File: src/rtl/pc_fetch_unit_pkg.sv
`default_nettype none
// ============================================================================
// Module   : pc_fetch_unit_pkg
// Purpose  : Shared constants for the program-counter / fetch stage.
//            - next-PC select codes
//            - fetch state encodings
//            - instruction size in bytes
//            - alignment helper
// Revision : 1.0  initial release
// ============================================================================
package pc_fetch_unit_pkg;

    // Next-PC select codes. 2'b11 is reserved and behaves as sequential.
    localparam logic [1:0] PC_SRC_SEQ  = 2'b00;
    localparam logic [1:0] PC_SRC_BR   = 2'b01;
    localparam logic [1:0] PC_SRC_JALR = 2'b10;

    // Fetch state encodings
    localparam logic [1:0] ST_START = 2'b00;
    localparam logic [1:0] ST_FETCH = 2'b01;
    localparam logic [1:0] ST_TRAP  = 2'b10;

    localparam int INSTR_BYTES = 4;

    // A target is word aligned when its two low bits are clear.
    function automatic logic is_word_aligned(input logic [1:0] lsbs);
        return (lsbs == 2'b00);
    endfunction

endpackage : pc_fetch_unit_pkg
`default_nettype wire

File: src/rtl/pc_fetch_unit_adder.sv
`default_nettype none
// ============================================================================
// Module   : pc_fetch_unit_adder
// Purpose  : Plain WIDTH-bit modulo adder, used to form pc + 4.
// Ports    : i_a    - first operand
//            i_b    - second operand
//            o_sum  - (i_a + i_b) mod 2^WIDTH
// Revision : 1.0  initial release
// ============================================================================
module pc_fetch_unit_adder #(
    parameter int WIDTH = 32
) (
    input  logic [WIDTH-1:0] i_a,
    input  logic [WIDTH-1:0] i_b,
    output logic [WIDTH-1:0] o_sum
);

    assign o_sum = i_a + i_b;

endmodule : pc_fetch_unit_adder
`default_nettype wire

File: src/rtl/pc_fetch_unit.sv
`default_nettype none
// ============================================================================
// Module   : pc_fetch_unit
// Purpose  : Program-counter stage. Holds the PC, selects the next PC
//            (sequential, branch/JAL, JALR), runs the request/ready fetch
//            handshake and traps on a misaligned redirect until reset.
// Ports    : clk           - clock, rising edge
//            reset         - synchronous active-high reset
//            stall         - hazard stall, blocks fetch acceptance
//            pc_src        - next-PC select (00 seq, 01 br, 10 jalr, 11 seq)
//            branch_target - target for branch/JAL
//            jalr_target   - raw rs1+imm for JALR (bit 0 is dropped)
//            imem_ready    - instruction memory accepts the request
//            fetch_req     - fetch request at address pc
//            pc            - current PC
//            pc_plus4      - pc + 4, combinational
//            fetch_fire    - accepted fetch this cycle
//            misaligned    - sticky trap flag
//            trap_pc       - offending target captured on trap
//            fetch_count   - number of accepted fetches, wraps
// Revision : 1.0  initial release
// ============================================================================
module pc_fetch_unit
    import pc_fetch_unit_pkg::*;
#(
    parameter int               WIDTH    = 32,
    parameter logic [WIDTH-1:0] RESET_PC = '0
) (
    input  logic             clk,
    input  logic             reset,
    input  logic             stall,
    input  logic [1:0]       pc_src,
    input  logic [WIDTH-1:0] branch_target,
    input  logic [WIDTH-1:0] jalr_target,
    input  logic             imem_ready,
    output logic             fetch_req,
    output logic [WIDTH-1:0] pc,
    output logic [WIDTH-1:0] pc_plus4,
    output logic             fetch_fire,
    output logic             misaligned,
    output logic [WIDTH-1:0] trap_pc,
    output logic [WIDTH-1:0] fetch_count
);

    localparam logic [WIDTH-1:0] c_instr_bytes = WIDTH'(INSTR_BYTES);

    logic [1:0]       r_state;
    logic [WIDTH-1:0] r_pc;
    logic             r_fetch_req;
    logic             r_misaligned;
    logic [WIDTH-1:0] r_trap_pc;
    logic [WIDTH-1:0] r_fetch_count;

    logic [WIDTH-1:0] w_pc_plus4;
    logic [WIDTH-1:0] w_next_pc;
    logic             w_fire;

    pc_fetch_unit_adder #(
        .WIDTH (WIDTH)
    ) u_pc_adder (
        .i_a   (r_pc),
        .i_b   (c_instr_bytes),
        .o_sum (w_pc_plus4)
    );

    // Next-PC select. JALR drops bit 0 of the raw sum, so a target that
    // differs only in bit 0 still counts as aligned.
    always_comb begin
        w_next_pc = w_pc_plus4;
        case (pc_src)
            PC_SRC_BR:   w_next_pc = branch_target;
            PC_SRC_JALR: w_next_pc = {jalr_target[WIDTH-1:1], 1'b0};
            default:     w_next_pc = w_pc_plus4;
        endcase
    end

    // r_fetch_req is only ever set while in FETCH, so fire is
    // automatically suppressed in START and TRAP. Stall outranks ready.
    assign w_fire = r_fetch_req & imem_ready & ~stall;

    always_ff @(posedge clk) begin
        if (reset) begin
            r_state       <= ST_START;
            r_pc          <= RESET_PC;
            r_fetch_req   <= 1'b0;
            r_misaligned  <= 1'b0;
            r_trap_pc     <= '0;
            r_fetch_count <= '0;
        end else begin
            case (r_state)
                ST_START: begin
                    // One idle cycle after reset before the first request.
                    r_state     <= ST_FETCH;
                    r_fetch_req <= 1'b1;
                end
                ST_FETCH: begin
                    if (w_fire) begin
                        // The faulting fetch was still accepted, so it counts.
                        r_fetch_count <= r_fetch_count + 1'b1;
                        if (is_word_aligned(w_next_pc[1:0])) begin
                            r_pc <= w_next_pc;
                        end else begin
                            r_state      <= ST_TRAP;
                            r_fetch_req  <= 1'b0;
                            r_misaligned <= 1'b1;
                            r_trap_pc    <= w_next_pc;
                        end
                    end
                end
                ST_TRAP: begin
                    // Frozen until reset.
                    r_fetch_req <= 1'b0;
                end
                default: begin
                    r_state     <= ST_START;
                    r_fetch_req <= 1'b0;
                end
            endcase
        end
    end

    assign fetch_req   = r_fetch_req;
    assign pc          = r_pc;
    assign pc_plus4    = w_pc_plus4;
    assign fetch_fire  = w_fire;
    assign misaligned  = r_misaligned;
    assign trap_pc     = r_trap_pc;
    assign fetch_count = r_fetch_count;

endmodule : pc_fetch_unit
`default_nettype wire

File: config.mk
export PLATFORM = sky130hd
export DESIGN_NAME = pc_fetch_unit
export DESIGN_NICKNAME = d
export VERILOG_FILES = /design/src/rtl/pc_fetch_unit_pkg.sv /design/src/rtl/pc_fetch_unit_adder.sv /design/src/rtl/pc_fetch_unit.sv
export SDC_FILE = /design/constraint.sdc
export NUM_CORES = 1
export LEC_CHECK = 0
export ABC_AREA = 1
export ABC_CLOCK_PERIOD_IN_PS = 1800
export BUFFER_PORTS_ARGS = -buffer_cell sky130_fd_sc_hd__clkbuf_2
export CAP_MARGIN = 20
export CORE_UTILIZATION = 36
export CTS_CLUSTER_DIAMETER = 100
export DETAILED_ROUTE_END_ITERATION = 16
export GPL_TIMING_DRIVEN = 0
export PLACE_DENSITY = 0.58
export SYNTH_ARGS = -nofsm -noshare
export SYNTH_HDL_FRONTEND = slang
export SYNTH_SLANG_ARGS = --single-unit
File: constraint.sdc
create_clock -name clk -period 1.8 [get_ports clk]
set_input_delay 0.27 -clock clk [delete_from_list [all_inputs] [get_ports clk]]
set_output_delay 0.27 -clock clk [all_outputs]
set_load 0.01 [all_outputs]
After elaboration in Yosys (flattened, before gate mapping)
Index checks and enable logic that the tools add are counted. Widths: inputs -> output; s select.

Mux-type cells: 7. Add/sub/neg operators: 2. Divide/modulo/power cells: 0. Reduce and logical (&&, ||, !) cells: 7. Eq/ne operators: 6. Bitwise operators: 5. $lt $le $gt $ge: 0. Shifts and indexed selects: 0. Multiply operators: 0.

Operators by type and width (count): $pmux 32 s2 (1); $add 32x1->32 const B (1); $add 32x3->32 const B (1); $reduce_and 3->1 (3); $pmux 2 s3 (1); $eq 2x1->1 const B (2); $eq 2x2->1 const B (2); $logic_not 2->1 (2); $mux 2 (2); $ne 2x2->1 const B (2); $reduce_and 2->1 (2); $not 1->1 (3); $and 1x1->1 (2); $mux 1 (2); $pmux 1 s2 (1).

Memory bits (read-only): 0. Word-level logic and storage cells: 33. Input bits: 70. Latch bits: 0. Output and inout port bits: 131. Register bits after elaboration: 100. RAM bits: 0. Memories kept: 0.

Logic depth before layout (Yosys ltp)
Depth after elaboration: 6. Gate-level depth with buffers: 14. Mapped depth without buffers: 11.

By module
From an unflattened synthesis, not the netlist that was laid out.

Cells, all modules: 1193. Area, all modules: 7419.6 um^2.

By module, submodules not included: pc_fetch_unit (instances 1, cells an instance 699, area each 5034.8 um^2, seq. area each 2001.9 um^2); pc_fetch_unit_adder (instances 1, cells an instance 494, area each 2384.8 um^2, seq. area each 0.0 um^2).

Worst setup path before layout
OpenSTA, ideal clock, no wires.

Path type: register to output. Start point: register r_pc[3] (netlist: pc[3]). End point: output pc_plus4[30]. Stages on the path, launching flop included: 8. Arrival: 1423 ps. Data required time: 1530 ps. Path buffers: 0. Slack: 107 ps. Cell sequence: dfxtp_1 > ha_1 > nand2_1 > nor2_2 > nand2_2 > nor2_1 > nand3_1 > and2_1.

Word-level cells in the longest chain between the ends: 1.

RTL lines: start, declared (line pc_fetch_unit.sv:48) `logic [WIDTH-1:0] r_pc;`; start signal, assigned (line pc_fetch_unit.sv:101) `r_pc <= w_next_pc;`; $add 32x3->32 (line pc_fetch_unit_adder.sv:18) `assign o_sum = i_a + i_b;`; end, declared (line pc_fetch_unit.sv:38) `output logic [WIDTH-1:0] pc_plus4,`.

Every way passes these cells.

Final worst setup path
Start point: register r_pc[3] (netlist: pc[3]). End point: output pc_plus4[20].

The elaborated chain is that of the path after synthesis.

==> results by group <==
Run status
  – Status: complete, but fails checks
  – Failing checks: setup timing

Logic synthesis
  – Synthesized flop and latch total: 100
  – Post-synth top area share: 34.0%
  – XOR/XNOR Fraction of Synth Area: 1.19%
  – Synth Area in Adders: 0.849%
  – Largest family of logic cells by synthesized area: simple AND/OR/NAND/NOR gates
  – Synthesized area per cell: 6.32 um2
  – Post-synth cell types: 41
  – Yosys warnings: 0
  – Primary FF master, synth: dfxtp_1
  – Post-Syn Instances: 933
  – Number of flops mapped to enable cells by yosys: 0
  – Synth Cell Area: 5890 um2
  – Simple-gate area share of the yosys netlist: 37.3%
  – Synth Area in Compound Gates: 16.4%
  – Mux cell area share after synthesis: 0%
  – Ranking of synthesized cells by area: dfxtp_1 34%, nand2_1 19%, nor2_1 6.9%
  – Top post-synthesis cells by count: 299 x nand2_1, 108 x nor2_1, 100 x dfxtp_1
  – Cell taking the most area after synthesis: dfxtp_1
  – Synth async-reset ratio: 0%
  – Most frequent cell after synthesis: nand2_1
  – Seq/Total Area, Yosys: 34.0%
  – Mapped Nets: 1007

STA
  – RSZ-0062 raised after global routing: true
  – Part of the cycle the worst path needs: 117%
  – Worst hold margin: 0.271 ns
  – Tmin final: 2.10 ns
  – Final Hold Viols: 0
  – Slew Limit Headroom: 52.5%
  – Worst Clk Skew: 0.0101 ns
  – Max-slew violation count: 0
  – Max Clock Freq: 475 MHz
  – Final setup vio count: 24
  – Worst slew pin tran: 0.713 ns
  – Final worst slack: -0.305 ns

Run
  – Maxcap violations: 0

Placed design
  – Post-place setup slack: -0.385 ns
  – Routability congestion estimate: 0.902
  – Placed cells: 1348
  – Dpl hpwl: 16900 um
  – Port Buf Inserts: 199

Worst setup path
  – R2R Path Start: pc[3]
  – Crit. Startpoint: pc[3]
  – Crit-path max FO: 7
  – CP max stage delay: 0.38 ns
  – Crit start category: register
  – Req. time, crit path: 1.53 ns
  – Critical path endpoint category: output port
  – WP buf/inv: 1
  – Slowest CP cell: dfxtp_4
  – Crit path max-delay family: simple AND/OR/NAND/NOR gates
  – Worst path cell trace: ha_4 -> nand2_4 -> nor2_4 -> nand2_4 -> nor2_4 -> nand3b_1 -> nand2_1 -> buf_2
  – Setup CP Type: reg -> out
  – WP data arrival: 1.83 ns

Clock network
  – Root Driver: clkbuf_16
  – Htree depth: 3
  – TritonCTS clock tree: done
  – Clk buf depth: 2
  – Worst skew pair latency: 0.36 ns
  – Total CTS buffers: 9
  – Post-CTS Hold Buffers: 0
  – CTS clock-pin slew for the worst setup and hold paths: 0.07 ns
  – Sink Count: 100

Drt
  – Vias: 6786
  – DRT Wirelength: 21700 um
  – 1st-iter DRT viols: 319
  – WL/cell: 15.7 um
  – Drt pass-1 iters: 4
  – DRC viols: 0
  – Via density: 4.89
  – Antenna viol nets, final: 0

Die
  – Die Area: 16900 um2
  – # IOs: 201
  – Row count: 46
  – Chip Height: 130 um
  – Die width: 130 um
  – Starting density of the core: 37.0%
  – Total core area: 15900 um2

GRT
  – Grt ovf: 0
  – Vias in the first global route: 6077
  – Initial antenna violation count: 0
  – First-pass GRT wire length: 32900 um
  – Largest net degree at the start of global routing: 18
  – GR Util All Layers: 25.9%

Worst hold path
  – Hold_sp: branch_target[3]
  – Hold WC Path Type: in -> reg

Final layout
  – Fillers: 1682
  – Cell Count, Final, Fillers Out: 1388
  – Antenna Cells: 0
  – Area grow syn2layout: 37.5%
  – Fraction of layout cells with a size suffix above 1: 31.7%
  – Final core utilization: 50.8%
  – NumNets Final: 1242

Pwr
  – Cell Pwr Density: 631 nW/um2
  – Net Sw Power: 1.40 mW
  – Worst vdd ir: 0.000492 V
  – Sw frac: 27.4%
  – Clk pwr share: 42.4%
  – Gate power share: 13.3%
  – Pwr Total: 5.12 mW
  – Cell Int Power: 3.71 mW
  – Part of the power in registers: 44.3%
  – Leak Pwr: 3.73 nW
-- registers in the layout (all words and copies together), names as in the netlist --
register and cells:
fetch_req 1, pc 32, r_state 2, fetch_count 32
misaligned 1, trap_pc 32
-- final timing paths --
check | end | slack, ns | depth (start not counted)
setup / recovery | pc_plus4[20] | -0.30 | 8
hold / removal | pc[3] | 0.27 | 5
setup reg to reg | pc[20] | 0.06 | 10
hold reg to reg | trap_pc[1] | 0.47 | 2
-- stage by stage --
step	TNS, ns	area [um2]
3_5_place_dp	-18.27	7160
5_1_grt	-6.61	8110
4_1_cts	-3.43	7870
2_1_floorplan	0	5890
3_3_place_gp	-17.61	7160
6_report	-4.40	8110
-- layout make-up --
class                      count  area, um2  share of cell area (%)
buffer                        38        228                    2.81
clock buffer                   9        225                    2.78
clock inverter                 6       93.8                    1.16
inverter                     103        394                    4.86
multi-input combinational    692       3580                    44.2
sequential                   100       2080                    25.6
tap                          216        270                    3.33
timing repair buffer         224       1240                    15.2
-- power by group through the flow --
stage          Sequential (mW)  Clock [mW]  Combinational, mW
2_1_floorplan             2.34           0              0.354
3_3_place_gp              2.33           0              0.643
3_5_place_dp              2.33           0              0.644
4_1_cts                   2.26        2.21              0.657
5_1_grt                   2.27        2.28              0.743
6_report                  2.27        2.17              0.682
-- worst min-delay path, stage by stage --
cell	delay, ns
clkbuf_2	0.08
nand2_1	0.04
a21oi_1	0.08
nand2_1	0.07
a21oi_1	0.05
-- cells by family (layout without fill, tap and decap cells) --
group | Yosys count | count (layout)
buf+inv | 141 | 380
compound gates | 166 | 166
xor+xnor | 8 | 8
simple gates | 514 | 514
flops | 100 | 100
fa+ha+maj | 4 | 4
-- cell usage in the layout (no fill, tap or decap), types with 3 or more instances in the layout --
master     Yosys  layout
o21ai_1       26      26
inv_6          0       3
a221o_1       12      12
nor2_1       108      96
o21ai_0       28      26
clkbuf_2       0     183
inv_1         96      96
buf_1          3       3
clkbuf_1      19      18
nand3_2        2       8
xor2_1         5       4
nand3b_1       9       9
and2_1         7       4
or2_1          3       3
buf_6          7      17
dfxtp_1      100      72
a22o_1        13      13
dfxtp_2        0      12
nor2_2         8       8
clkbuf_16      0       9
nor2_4         5      17
buf_2          4      12
a21oi_1       79      78
xnor2_2        0       3
nand3_1       54      47
nand2_2        6      24
inv_2          4       3
and2_4         0       3
nand4_1        4       4
nand3_4        2       3
ha_1           4       3
inv_4          1       3
nor3_1         3       3
nand2_1      299     274
nand2_4        0       7
buf_4          5      28
dfxtp_4        0      16
-- per-layer routing --
layer | global-route usage, % | share of wire (%) | vias to the layer above | routed length, um
li1 | - | - | 3476 | -
met1 | 35.1 | 47 | 3075 | 10200
met2 | 42.7 | 46 | 215 | 10000
met3 | 4.51 | 5.6 | 20 | 1210
met4 | 6.50 | 1.5 | 0 | 319
met5 | 0 | 0 | - | 0
-- what timing repair did --
item                       in CTS  in global routing
gates resized for setup        89                 69
setup endpoints to repair      47                 79
setup buffers                  18                  9
pin swaps                      17                 27
(Power assumes the default switching activity.)
